===== src/rtl/riscv_trap_redirect.sv =====
// ---------------------------------------------------------------------------
// riscv_trap_redirect
//
// Machine-level trap entry/exit sequencer. A trap request accepted in IDLE
// captures mepc/mcause and the trap target PC. The target is direct or
// vectored, taken from the mtvec fields sampled at acceptance. The next
// cycle issues a one-shot CSR write strobe. The block then holds a redirect
// request to instruction fetch until fetch accepts it.
//
// Ports:
//   i_clk, i_rst_n          clock, asynchronous active-low reset
//   i_mtvec_mode/base       mtvec.MODE / mtvec.BASE from the CSR block
//   i_trap_valid/o_trap_ready   trap request handshake
//   i_trap_interrupt, i_trap_cause, i_trap_pc   trap description
//   o_csr_write, o_mepc, o_mcause   one-cycle CSR update strobe and values
//   o_redirect_valid/i_redirect_ready, o_redirect_pc   fetch redirect
//   o_busy                  sequencer not in IDLE
//
// Optional feature macro: RISCV_TRAP_REDIRECT_MRET_EN
//   Adds i_mret_valid and i_mepc. An mret in IDLE redirects fetch to mepc
//   without a CSR write. A simultaneous trap takes priority.
// ---------------------------------------------------------------------------
module riscv_trap_redirect #(
   parameter int XLEN        = 32,
   parameter int CAUSE_WIDTH = 5
) (
   input  logic                   i_clk,
   input  logic                   i_rst_n,
   input  logic [1:0]             i_mtvec_mode,
   input  logic [XLEN-3:0]        i_mtvec_base,
   input  logic                   i_trap_valid,
   output logic                   o_trap_ready,
   input  logic                   i_trap_interrupt,
   input  logic [CAUSE_WIDTH-1:0] i_trap_cause,
   input  logic [XLEN-1:0]        i_trap_pc,
`ifdef RISCV_TRAP_REDIRECT_MRET_EN
   input  logic                   i_mret_valid,
   input  logic [XLEN-1:0]        i_mepc,
`endif
   output logic                   o_csr_write,
   output logic [XLEN-1:0]        o_mepc,
   output logic [XLEN-1:0]        o_mcause,
   output logic                   o_redirect_valid,
   input  logic                   i_redirect_ready,
   output logic [XLEN-1:0]        o_redirect_pc,
   output logic                   o_busy
);

   typedef enum logic [1:0] {
      IDLE,
      ENTRY,
      REDIRECT
   } state_t;

   state_t          state_q;
   logic            csrWrite_q;
   logic [XLEN-1:0] mepc_q;
   logic [XLEN-1:0] mcause_q;
   logic            redirectValid_q;
   logic [XLEN-1:0] redirectPc_q;
   logic            busy_q;

   logic [XLEN-1:0] causeExt;
   logic [XLEN-1:0] vectorBase;
   logic [XLEN-1:0] target_d;
   logic [XLEN-1:0] mepc_d;
   logic [XLEN-1:0] mcause_d;
   logic            unusedBits;

   // The trap values are computed straight from the live inputs. They are
   // captured on the accepting edge, so later mtvec changes cannot affect a
   // trap that is already in flight. Only vectored mode with an interrupt
   // adds the cause offset; reserved modes behave as direct. The sum wraps
   // silently at 2^XLEN.
   assign causeExt   = {{(XLEN-CAUSE_WIDTH){1'b0}}, i_trap_cause};
   assign vectorBase = {i_mtvec_base, 2'b00};
   assign target_d   = (i_mtvec_mode == 2'b01 && i_trap_interrupt) ?
                       vectorBase + (causeExt << 2) : vectorBase;
   assign mepc_d     = {i_trap_pc[XLEN-1:2], 2'b00};
   assign mcause_d   = {i_trap_interrupt, {(XLEN-1-CAUSE_WIDTH){1'b0}}, i_trap_cause};

`ifdef RISCV_TRAP_REDIRECT_MRET_EN
   assign unusedBits = ^{i_trap_pc[1:0], i_mepc[1:0]};
`else
   assign unusedBits = ^i_trap_pc[1:0];
`endif

   // The ready indication comes from the state rather than a register, so a
   // trap offered in the first cycle after reset release is accepted. It is
   // gated by reset so that nothing appears accepted while reset is held.
   assign o_trap_ready = (state_q == IDLE) && i_rst_n;

   // Sequencer FSM with registered outputs. ENTRY lasts exactly one cycle
   // and carries the CSR strobe. REDIRECT holds valid until fetch accepts.
   // While the block is busy, trap requests are not sampled at all.
   always_ff @(posedge i_clk or negedge i_rst_n) begin
      if (!i_rst_n) begin
         state_q         <= IDLE;
         csrWrite_q      <= 1'b0;
         mepc_q          <= '0;
         mcause_q        <= '0;
         redirectValid_q <= 1'b0;
         redirectPc_q    <= '0;
         busy_q          <= 1'b0;
      end else begin
         case (state_q)
            IDLE: begin
               if (i_trap_valid) begin
                  mepc_q       <= mepc_d;
                  mcause_q     <= mcause_d;
                  redirectPc_q <= target_d;
                  csrWrite_q   <= 1'b1;
                  busy_q       <= 1'b1;
                  state_q      <= ENTRY;
               end
`ifdef RISCV_TRAP_REDIRECT_MRET_EN
               else if (i_mret_valid) begin
                  redirectPc_q    <= {i_mepc[XLEN-1:2], 2'b00};
                  redirectValid_q <= 1'b1;
                  busy_q          <= 1'b1;
                  state_q         <= REDIRECT;
               end
`endif
            end
            ENTRY: begin
               csrWrite_q      <= 1'b0;
               redirectValid_q <= 1'b1;
               state_q         <= REDIRECT;
            end
            REDIRECT: begin
               if (i_redirect_ready) begin
                  redirectValid_q <= 1'b0;
                  busy_q          <= 1'b0;
                  state_q         <= IDLE;
               end
            end
            default: begin
               csrWrite_q      <= 1'b0;
               redirectValid_q <= 1'b0;
               busy_q          <= 1'b0;
               state_q         <= IDLE;
            end
         endcase
      end
   end

   assign o_csr_write      = csrWrite_q;
   assign o_mepc           = mepc_q;
   assign o_mcause         = mcause_q;
   assign o_redirect_valid = redirectValid_q;
   assign o_redirect_pc    = redirectPc_q;
   assign o_busy           = busy_q;

endmodule


===== config.mk =====
export PLATFORM = sky130hd
export DESIGN_NAME = riscv_trap_redirect
export DESIGN_NICKNAME = d
export VERILOG_FILES = /design/src/rtl/riscv_trap_redirect.sv
export SDC_FILE = /design/constraint.sdc
export NUM_CORES = 1
export LEC_CHECK = 0
export BUFFER_PORTS_ARGS = -buffer_cell sky130_fd_sc_hd__clkbuf_2
export CAP_MARGIN = 0
export CELL_PAD_IN_SITES_DETAIL_PLACEMENT = 1
export CELL_PAD_IN_SITES_GLOBAL_PLACEMENT = 2
export CORE_MARGIN = 2
export CORE_UTILIZATION = 24
export DETAILED_ROUTE_END_ITERATION = 12
export PLACE_DENSITY_LB_ADDON = 0.1
export SETUP_SLACK_MARGIN = 0.3
export SYNTH_ARGS = -nofsm -noshare
export SYNTH_HDL_FRONTEND = slang
export SYNTH_SLANG_ARGS = --single-unit

===== constraint.sdc =====
create_clock -name i_clk -period 1.5 [get_ports i_clk]
set_input_delay 0.075 -clock i_clk [delete_from_list [all_inputs] [get_ports i_clk]]
set_output_delay 0.075 -clock i_clk [all_outputs]
set_load 0.02 [all_outputs]

==> flow_summary_export.csv, run 1 <==
group,metric,value,unit
sta,timing.setup.tns,0,ns
synth,synthCells,415,
floorplanning,initial_core_util,0.247,
placement,dp_hpwl,8640,µm
clocking,clk_pin_slew_worst_paths,0.06,ns
sta,finalMaxSlewViolations,0,
global_route,grt_pass1_vias,4049,
outcome,status,"finished clean",
synth,synth_cell_types,45,
worst_setup_path,critPathRequiredTime,1.72,ns
sta,fmax,0.676,GHz
finish,fin_util,0.473,
finish,nets,746,
worst_setup_path,r2r_slack,0.05,ns
global_route,gr-usage-all-layers,0.177,
routing,wl,15100,µm
min_path,min_path_cells,3,
sta,hold_viol_final,0,
clocking,cts-buffers-inserted,9,
sta,worst_pin_slew,0.958,ns
power,ir_worst_vdd,587,µV
finish,fillerInstances,1671,
finish,layout_commonest_cell,"clkbuf_2",
floorplanning,row_count,45,
synth,ys_seq_elements,71,
worst_setup_path,cp-endpoint,"o_redirect_pc[22]",
finish,final_cell_mix,"clkbuf_2, nand2_1, dfrtp_1",
synth,synthArstFlopShare,1.00,
min_path,hp-start,"i_mtvec_base[2]",
routing,ant_nets,0,
worst_setup_path,crit_type,"input pin to flop",
synth,avgSynthCellArea,9.10,µm²
placement,place_area,5000,µm²
routing,via_count,3820,
worst_setup_path,r2r_end,"o_mepc[10]",
sta,fin_skew,0.00587,ns
worst_setup_path,start_kind,"input pin",
worst_setup_path,critPathCaptureType,"flop",
flow_run,max-cap-violations,0,
clocking,clockBufferDepth,2,
worst_setup_path,crit_arrival,1.70,ns
min_path,hold_path_class,"input pin to flop",
synth,syn_area,3770,µm²
synth,synth_warnings,0,
clocking,clk_latency,0.34,ns
sta,setup_viol,0,
floorplanning,fp.dieArea,16700,µm²
placement,port_buffers,141,
floorplanning,pin_count,174,
clocking,clock_sinks,71,
global_route,grt_overflow,0,
placement,place_congestion,0.727,
sta,fin_crit_sh,0.986,
power,power,12600,µW
routing,wl_per_cell,17.1,µm
routing,drc,0,
global_route,grt_max_degree,55,
clocking,cts_root_buffer,"clkbuf_16",
floorplanning,die_h,129,µm
floorplanning,core_area,15300,µm²
worst_setup_path,crit_start,"i_trap_cause[0]",
synth,seq_area_frac_synth,0.471,
global_route,grt_pass1_wl,22300,µm
synth,synth-edff-count,0,
power,p_leak,0.00352,µW
finish,syn_to_final_growth,91.1,%
synth,synth_ff_type,"dfrtp_1",
finish,n_antenna_cell,0,
sta,rsz0062_at_grt,"true",
sta,slew_headroom,0.362,
worst_setup_path,r2r-start,"state_q[1]",
routing,first_pass_iters,4,
sta,holdWs,0.0387,ns
power,p_per_area,1750,nW/µm²
clocking,cts_tree,"built",
floorplanning,die_w,129,µm
finish,final_area,7210,µm²
worst_setup_path,path_max_fanout,6,
sta,final.min_clock_period,1.48,ns
clocking,htree_levels,3,
finish,drive_above_1_share,0.562,
routing,viasPerCell,4.33,
global_route,grt_antenna_before_repair,0,
worst_setup_path,reg2reg_depth,8,
routing,drt-initial-drc-count,68,
-- through the flow --
step,cells,worst slack [ns]
global route,882,-0.0900
CTS,873,-0.00109
finish,882,0.0217
detailed placement,784,-0.400
global placement,784,-0.333
floorplan,444,-0.178
-- layer usage --
metal / vias up / GRT usage / share of wire
li1: 1821 / - / -
met1: 1873 / 0.225 / 0.43
met2: 109 / 0.302 / 0.51
met3: 17 / 0.0330 / 0.051
met4: 0 / 0.0626 / 0.016
met5: - / 0 / 0
-- report_power, final --
group / internal [µW] / switching (µW)
clock network: 1390 / 859
logic: 3140 / 3650
registers: 2830 / 762
-- worst max-delay path: stages --
cell and delay, ns:
buf_8 0.10, ha_4 0.16, fa_2 0.34, a211o_1 0.32
a21oi_4 0.16, buf_6 0.12, buf_12 0.12, nor3_4 0.04
xnor2_1 0.17, o21ai_1 0.09
-- sequential cells by signal, summed over array words and instances, names as in the netlist --
signal	cells
o_mepc	30
o_redirect_pc	30
o_mcause	6
o_csr_write	1
o_redirect_valid	1
state_q	2
o_busy	1
-- how the worst min path moves through the flow --
stage                              endpoint  slack, ns
final                      o_redirect_pc[4]       0.04
after global routing       o_redirect_pc[4]       0.05
after CTS                 o_redirect_pc[19]       0.02
after detailed placement         o_mepc[10]      -0.02
after global placement           o_mepc[10]      -0.02
after floorplan                      o_busy      -0.22
-- kinds of logic after synthesis --
group	Yosys count	share of synthesized area
simple gates	191	0.234
flops	71	0.471
compound gates	62	0.116
buf+inv	57	0.0931
xor+xnor	26	0.0603
fa+ha+maj	6	0.0219
other cells	1	0.000993
mux	1	0.00265
-- synth_stat cells (3+ instances only) --
master,count,share of area
a2111oi_2,4,0.016
a211oi_2,3,0.0099
a21o_1,4,0.0080
a21oi_1,10,0.013
and2_1,3,0.0050
buf_1,3,0.0030
buf_4,32,0.064
clkbuf_1,11,0.011
dfrtp_1,71,0.47
ha_1,5,0.017
inv_1,6,0.0060
nand2_1,151,0.15
nand3_1,8,0.011
nor2_1,7,0.0070
nor3_1,3,0.0040
nor3_2,3,0.0080
o21ai_0,12,0.016
o21ai_1,17,0.023
xnor2_1,26,0.060
-- cell type report --
cell class                 instances  area (µm²)  share of cell area
multi-input combinational        317        2450               0.340
tap                              211         264              0.0366
clock buffer                      15         308              0.0427
timing repair buffer             260        2360               0.328
sequential                        71        1780               0.246
inverter                           7        38.8             0.00538
clock inverter                     1        7.51             0.00104
-- timing repair --
| item | 4_1_cts | 5_1_grt |
|---|---|---|
| resized for setup | 119 | 102 |
| endpoints found under the hold margin | 104 | 0 |
| hold buffers | 34 | 0 |
| pin swaps | 77 | 70 |
| cloned | 14 | 3 |
| buffers inserted | 25 | 6 |
| setup endpoints to repair | 69 | 139 |
(Power assumes the default switching activity.)
==> run 2, diff against run 1 <==
CORE_UTILIZATION = 26   (was 24)
clock period = 1.56 ns   (was 1.5 ns; I/O delays follow)
==> run 2 against run 1 <==
Compared with the run above: global-route usage fell by 2.0 points; clock skew down 0.0035 ns; sequential power fell by 11%; sequential share of layout area rose by 5.5 points; via count shrank 7.3%; setup slack better by 0.0050 ns; core utilization down 6.2 points; worst hold slack got worse by 0.0017 ns; cell count decreased by 6.9%; critical endpoint is now o_redirect_pc[30]; largest power group unchanged.
==> flow_summary_export.csv, run 2 (synthesized netlist as in run 1, its figures left out) <==
group,metric,value,unit
flow_run,max-cap-violations,0,
sta,slew_headroom,0.307,
global_route,grt_pass1_wl,19400,µm
worst_setup_path,r2r_slack,0.30,ns
worst_setup_path,path_max_fanout,5,
sta,fmax,0.652,GHz
routing,drc,0,
min_path,hp-start,"i_mtvec_base[1]",
global_route,gr-usage-all-layers,0.157,
clocking,clockBufferDepth,2,
placement,dp_hpwl,8780,µm
power,ir_worst_vdd,593,µV
routing,drt-initial-drc-count,108,
finish,drive_above_1_share,0.389,
global_route,grt_pass1_vias,3674,
floorplanning,core_area,14400,µm²
worst_setup_path,critPathCaptureType,"flop",
sta,final.setup.worst_slack,0.0268,ns
worst_setup_path,critPathSlowestCell,"fa_2",
clocking,clk_latency,0.33,ns
global_route,grt_overflow,0,
worst_setup_path,crit_type,"input pin to flop",
sta,hold_viol_final,0,
clocking,clk_pin_slew_worst_paths,0.06,ns
placement,port_buffers,141,
outcome,status,"finished clean",
sta,rsz0062_at_grt,"true",
worst_setup_path,crit_start,"i_trap_cause[0]",
sta,fin_crit_sh,0.983,
finish,final_cell_mix,"nand2_1, clkbuf_2, dfrtp_1",
finish,nets,713,
worst_setup_path,start_kind,"input pin",
routing,wl_per_cell,14.5,µm
finish,n_antenna_cell,0,
worst_setup_path,path_cells,"buf_8 -> ha_4 -> fa_2 -> a211o_1 -> a21oi_2 -> buf_6 -> buf_4 -> nor4_4 -> xnor2_1 -> o21ai_1",
routing,wl,11900,µm
routing,first_pass_iters,4,
placement,place_ws,-0.306,ns
power,p_per_area,1620,nW/µm²
floorplanning,initial_core_util,0.263,
routing,via_count,3540,
min_path,hold_path_class,"input pin to flop",
routing,viasPerCell,4.31,
finish,layout_commonest_cell,"nand2_1",
finish,register_area,1780,µm²
global_route,met1_usage,0.208,
routing,ant_nets,0,
worst_setup_path,critPathRequiredTime,1.78,ns
floorplanning,pin_count,174,
sta,finalMaxSlewViolations,0,
clocking,clock_sinks,71,
sta,worst_pin_slew,1.04,ns
floorplanning,fp.dieArea,15500,µm²
sta,setup_viol,0,
global_route,use_met2,0.247,
global_route,use_met3,0.0395,
sta,final.min_clock_period,1.53,ns
finish,syn_to_final_growth,56.4,%
power,p_leak,0.00295,µW
clocking,htree_levels,3,
worst_setup_path,slowest_delay,0.34,ns
global_route,busiest_layer,"met2",
finish,fillerInstances,1681,
sta,timing.setup.tns,0,ns
floorplanning,die_w,124,µm
clocking,cts_tree,"built",
clocking,cts-buffers-inserted,9,
worst_setup_path,r2r-start,"state_q[0]",
floorplanning,row_count,44,
floorplanning,die_h,124,µm
clocking,cts_root_buffer,"clkbuf_16",
placement,place_congestion,0.756,
global_route,grt_antenna_before_repair,0,
global_route,grt_max_degree,30,
finish,multi_input_area,1950,µm²
sta,fin_skew,0.00236,ns
power,power,9570,µW
worst_setup_path,crit_arrival,1.76,ns
## run 2: final cells by class
cell class / instances / share of cell area
Timing Repair Buffer: 227 / 0.274
Clock inverter: 4 / 0.00763
Inverter: 7 / 0.00530
Clock buffer: 11 / 0.0428
Multi-Input combinational cell: 317 / 0.331
Tap cell: 184 / 0.0390
Sequential cell: 71 / 0.301
## run 2: repair_timing
action,CTS,global route
setup endpoints to repair,69,59
gates resized for setup,30,15
gates cloned,1,0
hold buffers,34,0
pin swaps,16,22
hold endpoints to repair,54,0
setup buffers,8,5
## run 2: per-layer routing
| layer | share of wire | vias to the layer above |
|---|---|---|
| li1 | - | 1743 |
| met3 | 0.055 | 11 |
| met4 | 0.015 | 0 |
| met2 | 0.46 | 105 |
| met1 | 0.47 | 1681 |
| met5 | 0 | - |
## run 2: path summary, 6_finish.rpt
kind                                     end  depth (start not counted)
min                         o_redirect_pc[3]                          3
min in group asynchronous          o_mepc[9]                          2
max                        o_redirect_pc[30]                         10
max reg2reg                o_redirect_pc[31]                          5
max in group asynchronous  o_redirect_pc[18]                          3
min reg2reg                      o_mcause[2]                          2
## run 2: critical path, delay by kind of cell
kind                       cells  cell delay [ns]
AOI/OAI and AO/OA              3             0.61
adders and majority gates      2             0.50
buffers and inverters          3             0.39
xor gates and xnor gates       1             0.13
and+or+nand+nor                1             0.04
## run 2: metrics by stage
step / utilization / cells / hold WS (ns) / instance area (µm²)
2_1_floorplan: - / 444 / -0.218 / 4010
3_3_place_gp: 0.344 / 758 / 0.0140 / 4950
3_5_place_dp: 0.344 / 758 / 0.0124 / 4950
4_1_cts: 0.405 / 816 / 0.0229 / 5820
5_1_grt: 0.411 / 821 / 0.0380 / 5910
6_report: 0.411 / 821 / 0.0370 / 5910
## run 2: power by group
group	internal, µW	switching (µW)	total [µW]
clock	1310	779	2090
sequential	2720	494	3220
combinational	1550	2710	4260
==> run 3, diff against run 2 <==
--- a/constraint.sdc
+++ b/constraint.sdc
@@ -3,2 +3,2 @@
 set_output_delay 0.078 -clock i_clk [all_outputs]
-set_load 0.02 [all_outputs]
+set_load 0.05 [all_outputs]
==> run 3 against run 2 <==
Compared with the run above: flip-flop and latch count unchanged; sequential share of layout area decreased by 1.1 points; final area up 3.9%.
==> flow_summary_export.csv, run 3 (synthesized netlist as in run 1, its figures left out) <==
group,metric,value,unit
worst_setup_path,critPathCaptureType,"flop",
sta,final.min_clock_period,1.50,ns
power,power,11800,µW
global_route,grt_max_degree,72,
sta,holdWs,0.0216,ns
routing,ant_nets,0,
power,p_leak,0.00300,µW
worst_setup_path,path_cells,"buf_8 -> ha_4 -> fa_2 -> a211o_1 -> a21oi_4 -> buf_12 -> nor3_2 -> xnor2_1 -> o21ai_1",
global_route,grt_overflow,0,
finish,register_area,1780,µm²
power,ir_worst_vdd,762,µV
finish,nets,708,
flow_run,max-cap-violations,0,
routing,wl,12100,µm
sta,finalMaxSlewViolations,0,
global_route,gr-usage-all-layers,0.150,
finish,n_antenna_cell,0,
clocking,clk_pin_slew_worst_paths,0.06,ns
routing,first_pass_iters,4,
placement,place_congestion,0.734,
finish,fin_util,0.427,
floorplanning,die_h,124,µm
finish,multi_input_area,2140,µm²
worst_setup_path,critPathSlowestCell,"fa_2",
routing,drt-initial-drc-count,115,
clocking,clock_sinks,71,
min_path,min_path_cells,4,
placement,port_buffers,141,
worst_setup_path,r2r_slack,0.29,ns
outcome,status,"finished clean",
floorplanning,die_w,124,µm
worst_setup_path,start_kind,"input pin",
sta,setup_viol,0,
worst_setup_path,path_max_fanout,6,
routing,drc,0,
worst_setup_path,critPathRequiredTime,1.78,ns
clocking,htree_levels,3,
routing,wl_per_cell,14.8,µm
worst_setup_path,reg2reg_depth,6,
sta,fin_skew,0.00279,ns
floorplanning,initial_core_util,0.263,
finish,syn_to_final_growth,62.5,%
sta,rsz0062_at_grt,"true",
clocking,cts-buffers-inserted,9,
clocking,clockBufferDepth,2,
global_route,grt_pass1_wl,18700,µm
placement,dp_hpwl,8360,µm
sta,hold_viol_final,0,
placement,place_area,4920,µm²
routing,viasPerCell,4.31,
floorplanning,fp.dieArea,15500,µm²
finish,final_cell_mix,"clkbuf_2, nand2_1, dfrtp_1",
worst_setup_path,crit_arrival,1.72,ns
finish,fillerInstances,1663,
floorplanning,pin_count,174,
routing,via_count,3519,
clocking,cts_root_buffer,"clkbuf_16",
finish,drive_above_1_share,0.431,
finish,layout_commonest_cell,"clkbuf_2",
worst_setup_path,crit_type,"input pin to flop",
power,p_per_area,1930,nW/µm²
clocking,clk_latency,0.34,ns
sta,fin_crit_sh,0.962,
min_path,hold_path_class,"input pin to flop",
global_route,grt_pass1_vias,3673,
floorplanning,core_area,14400,µm²
global_route,grt_antenna_before_repair,0,
floorplanning,row_count,44,
clocking,cts_tree,"built",
finish,final_area,6130,µm²
sta,fmax,0.666,GHz
worst_setup_path,slowest_delay,0.35,ns
-- run 3: cell types whose count changed in the layout (fill, tap and decap cells not counted), moves of 4 or more --
cell,change
nand2_4,+8
buf_12,+4
buf_8,-4
nand2_2,+14
clkbuf_16,+4
nand2_1,-24
buf_4,-5
-- run 3: final timing paths --
path | to | startpoint
setup / recovery | o_redirect_pc[10] | i_mtvec_base[0]
min in group asynchronous | o_mepc[4] | i_rst_n
hold / removal | o_mcause[3] | i_trap_cause[3]
max in group asynchronous | o_redirect_pc[28] | i_rst_n
setup reg to reg | o_mepc[29] | state_q[0]
hold reg to reg | o_mepc[17] | o_mepc[17]
-- run 3: critical path: cells and delay by family --
family / cells / cell delay [ns]
AND/OR/NAND/NOR: 1 / 0.06
AO/OA/AOI/OAI: 3 / 0.64
buffers and inverters: 2 / 0.27
XOR/XNOR: 1 / 0.16
adder cells (fa/ha/maj): 2 / 0.51
-- run 3: through the flow --
stage	setup WS, ns	instances	TNS, ns
after floorplan	-0.121	444	-1.15
after global routing	-0.0122	817	-0.0122
after global placement	-0.270	753	-4.86
after CTS	0.0290	805	0
final	0.0590	817	0
after detailed placement	-0.353	753	-5.69
-- run 3: routing by layer --
layer  up-vias  GRT usage  share of wire  wire length, µm
met4         0     0.0595          0.016              197
met3        12     0.0348          0.047              562
li1       1728          -              -                -
met2       101      0.234           0.46             5570
met1      1678      0.202           0.48             5740
met5         -          0              0                0
-- run 3: where the power goes --
group | leakage (µW) | switching (µW) | internal [µW]
Clock | 0.000126 | 795 | 1070
Combinational | 0.00200 | 4910 | 1750
Sequential | 0.000869 | 596 | 2720
-- run 3: area by class of cell --
cell class / count / area share
multi-input combinational: 316 / 0.349
tap: 184 / 0.0375
inverter: 7 / 0.00632
sequential: 71 / 0.290
timing repair buffer: 223 / 0.276
clock buffer: 12 / 0.0386
clock inverter: 4 / 0.00367
-- run 3: timing repair --
| action | in CTS | in global routing |
|---|---|---|
| hold buffers | 33 | 1 |
| buffers inserted | 3 | 8 |
| gates cloned | 0 | 3 |
| pin swaps | 9 | 60 |
| endpoints found under the hold margin | 104 | 1 |
| setup endpoints to repair | 67 | 58 |
| resized for setup | 22 | 88 |
